**config.mk**
```make
export PLATFORM = sky130hd
export DESIGN_NAME = rtc_bus_sequencer_flat
export DESIGN_NICKNAME = d
export VERILOG_FILES = /design/src/rtl/rtc_bus_sequencer_if.sv /design/src/rtl/rtc_bus_sequencer.sv /design/src/flat_wrapper.sv
export SDC_FILE = /design/constraint.sdc
export NUM_CORES = 1
export LEC_CHECK = 0
export BUFFER_PORTS_ARGS = -buffer_cell sky130_fd_sc_hd__buf_2
export CORE_MARGIN = 2
export CORE_UTILIZATION = 45
export DETAILED_ROUTE_END_ITERATION = 8
export MAX_ROUTING_LAYER = met4
export PLACE_DENSITY = 0.7
export SLEW_MARGIN = 20
export SYNTH_ARGS = -nofsm -noshare
export SYNTH_HDL_FRONTEND = slang
export SYNTH_SLANG_ARGS = --single-unit
```
**constraint.sdc**
```tcl
create_clock -name clock -period 5 [get_ports clock]
set_clock_uncertainty 0.05 [all_clocks]
set_input_delay 0 -clock clock [delete_from_list [all_inputs] [get_ports clock]]
set_output_delay 0 -clock clock [all_outputs]
set_load 0.005 [all_outputs]
```
**src/rtl/rtc_bus_sequencer_if.sv**
```systemverilog
// Command and chip-bus signal bundle for rtc_bus_sequencer.
// master = controller/pin side, slave = the sequencer itself.
interface rtc_bus_sequencer_if;
    logic       req;
    logic       wr_nrd;
    logic [7:0] addr;
    logic [7:0] wdata;
    logic       busy;
    logic       done;
    logic [7:0] rdata;

    logic [7:0] AdressDatai;
    logic       ADo;
    logic       CSo;
    logic       RDo;
    logic       WRo;
    logic [7:0] AdressDatao;
    logic       ad_oe;

    modport master (
        output req, wr_nrd, addr, wdata, AdressDatai,
        input  busy, done, rdata, ADo, CSo, RDo, WRo, AdressDatao, ad_oe
    );

    modport slave (
        input  req, wr_nrd, addr, wdata, AdressDatai,
        output busy, done, rdata, ADo, CSo, RDo, WRo, AdressDatao, ad_oe
    );
endinterface

```
**src/rtl/rtc_bus_sequencer.sv**
```systemverilog
// Multiplexed address/data RTC chip-bus cycle engine: address phase, data phase, done pulse.
// Optional CS-recovery GAP phase enabled by defining RTC_BUS_GAP_EN.
module rtc_bus_sequencer #(
    parameter int T_PHASE = 4
) (
    input  logic                clock,
    input  logic                reset,
    rtc_bus_sequencer_if.slave  bus,
    output logic [2:0]          state_dbg
);

    localparam int CW = $clog2(T_PHASE + 1);

    typedef enum logic [2:0] {
        S_IDLE     = 3'd0,
        S_ADR      = 3'd1,
        S_ADR_HOLD = 3'd2,
        S_DAT      = 3'd3,
        S_DAT_HOLD = 3'd4,
`ifdef RTC_BUS_GAP_EN
        S_GAP      = 3'd5,
`endif
        S_DONE     = 3'd6
    } state_t;

    state_t        state;
    state_t        state_next;
    logic [CW-1:0] cnt;
    logic          phase_end;
    logic          accept;
    logic          cnt_load;

    logic          wr_q;
    logic [7:0]    addr_q;
    logic [7:0]    wdata_q;
    logic          cmd_wr;
    logic [7:0]    cmd_addr;
    logic [7:0]    cmd_wdata;
    logic          rd_load;

    logic          ad_d, cs_d, rd_d, wr_d, oe_d, busy_d, done_d;
    logic [7:0]    ado_d;

    // Handshake: req is a one-sided strobe accepted only while busy is low (IDLE);
    // there is no back-pressure, so a req seen while busy (including DONE) is dropped.
    assign accept    = (state == S_IDLE) && bus.req;
    assign phase_end = (cnt == CW'(1));
    assign cnt_load  = (state_next != state) && (state_next != S_IDLE) &&
                       (state_next != S_DONE);
    assign rd_load   = (state == S_DAT) && phase_end && !wr_q;
    assign state_dbg = state;

    // Outputs are registered from the next state, so the command being accepted
    // this edge must be taken from the ports rather than the not-yet-loaded latches.
    assign cmd_wr    = accept ? bus.wr_nrd : wr_q;
    assign cmd_addr  = accept ? bus.addr   : addr_q;
    assign cmd_wdata = accept ? bus.wdata  : wdata_q;

    always_ff @(posedge clock or negedge reset) begin
        if (!reset) begin
            state <= S_IDLE;
            cnt   <= '0;
        end else begin
            state <= state_next;
            if (cnt_load)
                cnt <= CW'(T_PHASE);
            else if (cnt != '0)
                cnt <= cnt - CW'(1);
        end
    end

    always_comb begin
        state_next = state;
        case (state)
            S_IDLE:     if (bus.req)   state_next = S_ADR;
            S_ADR:      if (phase_end) state_next = S_ADR_HOLD;
            S_ADR_HOLD: if (phase_end) state_next = S_DAT;
            S_DAT:      if (phase_end) state_next = S_DAT_HOLD;
`ifdef RTC_BUS_GAP_EN
            S_DAT_HOLD: if (phase_end) state_next = S_GAP;
            S_GAP:      if (phase_end) state_next = S_DONE;
`else
            S_DAT_HOLD: if (phase_end) state_next = S_DONE;
`endif
            S_DONE:     state_next = S_IDLE;
            default:    state_next = S_IDLE;
        endcase
    end

    always_comb begin
        ad_d   = 1'b1;
        cs_d   = 1'b1;
        rd_d   = 1'b1;
        wr_d   = 1'b1;
        oe_d   = 1'b0;
        ado_d  = 8'h00;
        busy_d = (state_next != S_IDLE);
        done_d = (state_next == S_DONE);
        case (state_next)
            S_ADR: begin
                ad_d  = 1'b0;
                cs_d  = 1'b0;
                wr_d  = 1'b0;
                oe_d  = 1'b1;
                ado_d = cmd_addr;
            end
            S_ADR_HOLD: begin
                oe_d  = 1'b1;
                ado_d = cmd_addr;
            end
            S_DAT: begin
                cs_d = 1'b0;
                if (cmd_wr) begin
                    wr_d  = 1'b0;
                    oe_d  = 1'b1;
                    ado_d = cmd_wdata;
                end else begin
                    rd_d  = 1'b0;
                end
            end
            S_DAT_HOLD: begin
                if (cmd_wr) begin
                    oe_d  = 1'b1;
                    ado_d = cmd_wdata;
                end
            end
            default: ;
        endcase
    end

    always_ff @(posedge clock or negedge reset) begin
        if (!reset) begin
            wr_q            <= 1'b0;
            addr_q          <= 8'h00;
            wdata_q         <= 8'h00;
            bus.ADo         <= 1'b1;
            bus.CSo         <= 1'b1;
            bus.RDo         <= 1'b1;
            bus.WRo         <= 1'b1;
            bus.ad_oe       <= 1'b0;
            bus.AdressDatao <= 8'h00;
            bus.busy        <= 1'b0;
            bus.done        <= 1'b0;
            bus.rdata       <= 8'h00;
        end else begin
            if (accept) begin
                wr_q    <= bus.wr_nrd;
                addr_q  <= bus.addr;
                wdata_q <= bus.wdata;
            end
            bus.ADo         <= ad_d;
            bus.CSo         <= cs_d;
            bus.RDo         <= rd_d;
            bus.WRo         <= wr_d;
            bus.ad_oe       <= oe_d;
            bus.AdressDatao <= ado_d;
            bus.busy        <= busy_d;
            bus.done        <= done_d;
            if (rd_load)
                bus.rdata <= bus.AdressDatai;
        end
    end

endmodule

```
**src/flat_wrapper.sv**
```systemverilog
// flat-port wrapper written by rule: the top's interface ports become plain ports
module rtc_bus_sequencer_flat 
#(
    parameter int T_PHASE = 4
)
  (clock, reset, state_dbg, bus_req, bus_wr_nrd, bus_addr, bus_wdata, bus_AdressDatai, bus_busy, bus_done, bus_rdata, bus_ADo, bus_CSo, bus_RDo, bus_WRo, bus_AdressDatao, bus_ad_oe);
  rtc_bus_sequencer_if bus_i ();
  input  logic clock;
  input  logic reset;
  output logic [2:0] state_dbg;
  input wire logic [$bits(bus_i.req)-1:0] bus_req;
  input wire logic [$bits(bus_i.wr_nrd)-1:0] bus_wr_nrd;
  input wire logic [$bits(bus_i.addr)-1:0] bus_addr;
  input wire logic [$bits(bus_i.wdata)-1:0] bus_wdata;
  input wire logic [$bits(bus_i.AdressDatai)-1:0] bus_AdressDatai;
  output wire logic [$bits(bus_i.busy)-1:0] bus_busy;
  output wire logic [$bits(bus_i.done)-1:0] bus_done;
  output wire logic [$bits(bus_i.rdata)-1:0] bus_rdata;
  output wire logic [$bits(bus_i.ADo)-1:0] bus_ADo;
  output wire logic [$bits(bus_i.CSo)-1:0] bus_CSo;
  output wire logic [$bits(bus_i.RDo)-1:0] bus_RDo;
  output wire logic [$bits(bus_i.WRo)-1:0] bus_WRo;
  output wire logic [$bits(bus_i.AdressDatao)-1:0] bus_AdressDatao;
  output wire logic [$bits(bus_i.ad_oe)-1:0] bus_ad_oe;
  assign bus_i.req = bus_req;
  assign bus_i.wr_nrd = bus_wr_nrd;
  assign bus_i.addr = bus_addr;
  assign bus_i.wdata = bus_wdata;
  assign bus_i.AdressDatai = bus_AdressDatai;
  assign bus_busy = bus_i.busy;
  assign bus_done = bus_i.done;
  assign bus_rdata = bus_i.rdata;
  assign bus_ADo = bus_i.ADo;
  assign bus_CSo = bus_i.CSo;
  assign bus_RDo = bus_i.RDo;
  assign bus_WRo = bus_i.WRo;
  assign bus_AdressDatao = bus_i.AdressDatao;
  assign bus_ad_oe = bus_i.ad_oe;
  rtc_bus_sequencer #(.T_PHASE(T_PHASE)) u_core (.clock(clock), .reset(reset), .bus(bus_i), .state_dbg(state_dbg));
endmodule
```
==> results.md <==
- Clock Sinks: 46
- Setup ws final: 2.973 ns
- Synth Net Count: 197
- DP Wirelength: 2.603 mm
- HP Start: bus_wr_nrd
- Pre-CTS worst setup slack: 3.015 ns
- Critical path type: reg -> reg
- Initial drt markers: 85
- Mean routed wirelength per cell: 13.12 µm
- Final Core Density: 61.57%
- Max_cap viols: 0
- DRT Pass-1 Iters: 4
- DP Cell Count: 266
- Clock tree root buffer cell: sky130_fd_sc_hd__clkbuf_8
- Sum of negative setup slack: 0 ns
- Vert. Die Dim: 70.55 µm
- Peak supply drop: 0.2834 mV
- Share of synthesized flip-flops with an asynchronous set or reset: 100.0%
- Leak pwr: 1.298 nW
- Post-route fraction of the period consumed by the critical path: 40.54%
- Total Die Area: 0.004977 mm²
- Total via count after detailed routing: 1,452
- Antenna diodes: 0
- Number of synthesized flops with an enable pin: 0
- Max Clock Freq: 493.4 MHz
- Depth of the CTS H-tree: 2
- Element type at the critical path end: flop
- Reg-to-reg critical path endpoint: u_core.bus.AdressDatao[6]
- Global-route wire length before repair: 6.658 mm
- Post-layout min period: 2.027 ns
- Min-Delay Path Depth: 3
- Clock insertion delay at the later pin of the skew report: 0.29 ns
- Layout cells sized above 1: 33.87%
- Outcome: complete, no violations
- Count of final max-slew check failures: 0
- Cell chain of the critical path: nor2_1 -> nand3b_1 -> a31oi_1 -> o2bb2ai_1
- Average vias per placed instance: 4.840
- Delay contributed by the slowest stage of the critical path: 0.55 ns
- Horizontal die dimension: 70.55 µm
- Setup slack on the worst flop-to-flop path: 2.97 ns
- Via count of the first global-routing pass: 1,504
- I/O pin count: 54
- Register bit total from synthesis: 46
- Highest fanout seen on the critical path: 16
- Layout overhead on the synthesized area: 33.58%
- Weighted congestion reported at the end of routability-driven placement: 0.8432
- Post-route insts no fill: 300
- Type of element launching the critical path: flop
- Fill cell total of the finished layout: 345
- Post-DRT Antenna Nets: 0
- Initial antenna violation count: 0
- Cell row count: 24
- Mean instance size in the synthesized netlist: 12.01 µm²
- Total routing usage reported by global routing: 17.33%
- Arr. time, crit path: 2.13 ns
- Worst hold path endpoint: u_core.wr_q
- Initial Util: 46.09%
- Part of the Yosys area used for sequential elements: 58.00%
- Hold bufs inserted after CTS: 26
- Data required, critical path: 5.11 ns
- Synthesized instance count: 166
- Fin nets: 278
- Power density over the cells: 566.8 mW/mm²
- Clock Pin Slew Worst Setup and Hold Paths: 0.08 ns
- Slew of the pin with the lowest slew margin: 0.7146 ns
- YS warnings: 0
- Worst max-slew margin expressed relative to the limit: 51.00%
- Dominant synthesized flop cell: sky130_fd_sc_hd__dfrtp_1
- Critical register-to-register path startpoint: u_core.state_dbg[0]
- Setup repair after global routing missed its margin: no
- Final count of negative-setup-slack endpoints: 0
- CP max-delay cell: sky130_fd_sc_hd__dfrtp_1
- Residual DRC: 0
- Final Hold Viols: 0
- Maximum buffer depth of the clock tree: 2
- Netlist Area Pre-Place: 0.001993 mm²
- Pin count of the biggest net entering global routing: 47
- Final worst hold slack: 0.04061 ns
- Worst hold path class: in -> reg
- Worst r2r path cells: 4
- Number of input and output port buffers inserted: 53
- DRT Wirelength: 3.937 mm
- Number of distinct library cells after synthesis: 38
- # Post-CTS Setup Buffers: 0
- Cts bufs inserted: 5
- Post-CTS resize count: 0
- Area inside the core boundary: 0.004324 mm²
- Total overflow reported by the global router: 0
- CP startpoint: u_core.state_dbg[0]
- TritonCTS clock tree: yes
-- through the flow --
step	total power, mW	cell area, µm²
after global placement	1.220	2290
after global routing	1.632	2663
after detailed placement	1.236	2290
after CTS	1.520	2660
after floorplan	1.050	1993
final	1.509	2663
-- sequential cells by signal, indices dropped and copies added (netlist names) --
register / count
u_core.addr_q: 8
u_core.bus.AdressDatao: 8
u_core.bus.rdata: 8
u_core.wdata_q: 8
u_core.cnt: 3
u_core.state_dbg: 3
u_core.bus.ADo: 1
u_core.bus.CSo: 1
u_core.bus.RDo: 1
u_core.bus.WRo: 1
u_core.bus.ad_oe: 1
u_core.bus.busy: 1
u_core.bus.done: 1
u_core.wr_q: 1
-- worst max path at each step --
stage	cells past startpoint	end	slack (ns)
floorplan	4	u_core.bus.AdressDatao[3]	3.27
global placement	4	u_core.bus.AdressDatao[6]	3.09
detailed placement	4	u_core.bus.AdressDatao[6]	3.01
CTS	4	u_core.bus.AdressDatao[6]	2.99
global route	4	u_core.bus.AdressDatao[4]	2.81
finish	4	u_core.bus.AdressDatao[6]	2.97
-- cell type report --
cell class	instances	area (µm²)	share of cell area, %
multi-input combinational	109	777.0	29.18
sequential	46	1156	43.42
inverter	5	18.77	0.7049
timing repair buffer	80	535.5	20.11
clock inverter	2	37.54	1.410
tap	52	65.06	2.444
clock buffer	6	72.57	2.726
-- report_power, final --
group	switching (mW)	internal, mW	total (mW)
Combinational	0.284	0.294	0.578
Sequential	0.106	0.559	0.665
Clock	0.117	0.149	0.266
Total	0.507	1.00	1.51
-- critical path: cells and delay by family, from the launching register on --
kind | cells | cell delay (ns)
flip-flops | 1 | 0.55
AO/OA/AOI/OAI | 2 | 0.47
AND/OR/NAND/NOR | 2 | 0.83
-- cells by family (layout without fill, tap and decap cells) --
group	Yosys count	after routing	share of synthesized area, %
buf+inv	11	93	3.012
fa+ha+maj	3	3	1.883
simple gates	55	55	14.94
xor+xnor	3	3	1.319
flops	46	46	58.00
compound gates	29	29	10.30
mux	19	19	10.55
-- cells in the final DEF (no fill, tap or decap), types with 2 or more instances in the layout --
master | netlist | final
sky130_fd_sc_hd__a21oi_1 | 3 | 3
sky130_fd_sc_hd__a31oi_1 | 8 | 8
sky130_fd_sc_hd__and3_1 | 9 | 9
sky130_fd_sc_hd__buf_2 | 3 | 52
sky130_fd_sc_hd__buf_4 | 0 | 2
sky130_fd_sc_hd__clkbuf_8 | 0 | 5
sky130_fd_sc_hd__dfrtp_1 | 42 | 42
sky130_fd_sc_hd__dfstp_2 | 4 | 4
sky130_fd_sc_hd__dlygate4sd3_1 | 0 | 26
sky130_fd_sc_hd__ha_1 | 3 | 3
sky130_fd_sc_hd__inv_1 | 4 | 4
sky130_fd_sc_hd__mux2_1 | 3 | 3
sky130_fd_sc_hd__mux2_2 | 13 | 13
sky130_fd_sc_hd__mux2i_1 | 3 | 3
sky130_fd_sc_hd__nand2_1 | 26 | 26
sky130_fd_sc_hd__nand2b_1 | 2 | 2
sky130_fd_sc_hd__nor2_1 | 6 | 6
sky130_fd_sc_hd__o21ai_0 | 3 | 3
sky130_fd_sc_hd__o2bb2ai_1 | 8 | 8
sky130_fd_sc_hd__or3_1 | 2 | 2
sky130_fd_sc_hd__xnor2_1 | 3 | 3
-- cells in the mapped netlist, types with 2 or more instances --
cell,n,area (µm²)
sky130_fd_sc_hd__a21oi_1,3,15.01
sky130_fd_sc_hd__dfstp_2,4,105.1
sky130_fd_sc_hd__inv_1,4,15.01
sky130_fd_sc_hd__o21ai_0,3,15.01
sky130_fd_sc_hd__a31oi_1,8,50.05
sky130_fd_sc_hd__dfrtp_1,42,1051
sky130_fd_sc_hd__buf_6,2,22.52
sky130_fd_sc_hd__xnor2_1,3,26.28
sky130_fd_sc_hd__mux2i_1,3,30.03
sky130_fd_sc_hd__and3_1,9,56.30
sky130_fd_sc_hd__buf_2,3,15.01
sky130_fd_sc_hd__nand2b_1,2,12.51
sky130_fd_sc_hd__mux2_2,13,146.4
sky130_fd_sc_hd__mux2_1,3,33.78
sky130_fd_sc_hd__nand2_1,26,97.59
sky130_fd_sc_hd__ha_1,3,37.54
sky130_fd_sc_hd__nor2_1,6,22.52
sky130_fd_sc_hd__o2bb2ai_1,8,70.07
sky130_fd_sc_hd__or3_1,2,12.51
-- routing by layer --
layer  GRT usage, %  share of wire (%)  vias to the layer above
met5              -                  0                        -
met4          5.451                1.5                        0
met3          4.701                4.7                        7
met2          26.21                 45                       34
met1          23.10                 48                      670
li1               -                  -                      741
Note: power is estimated with default switching activity, not from simulation.
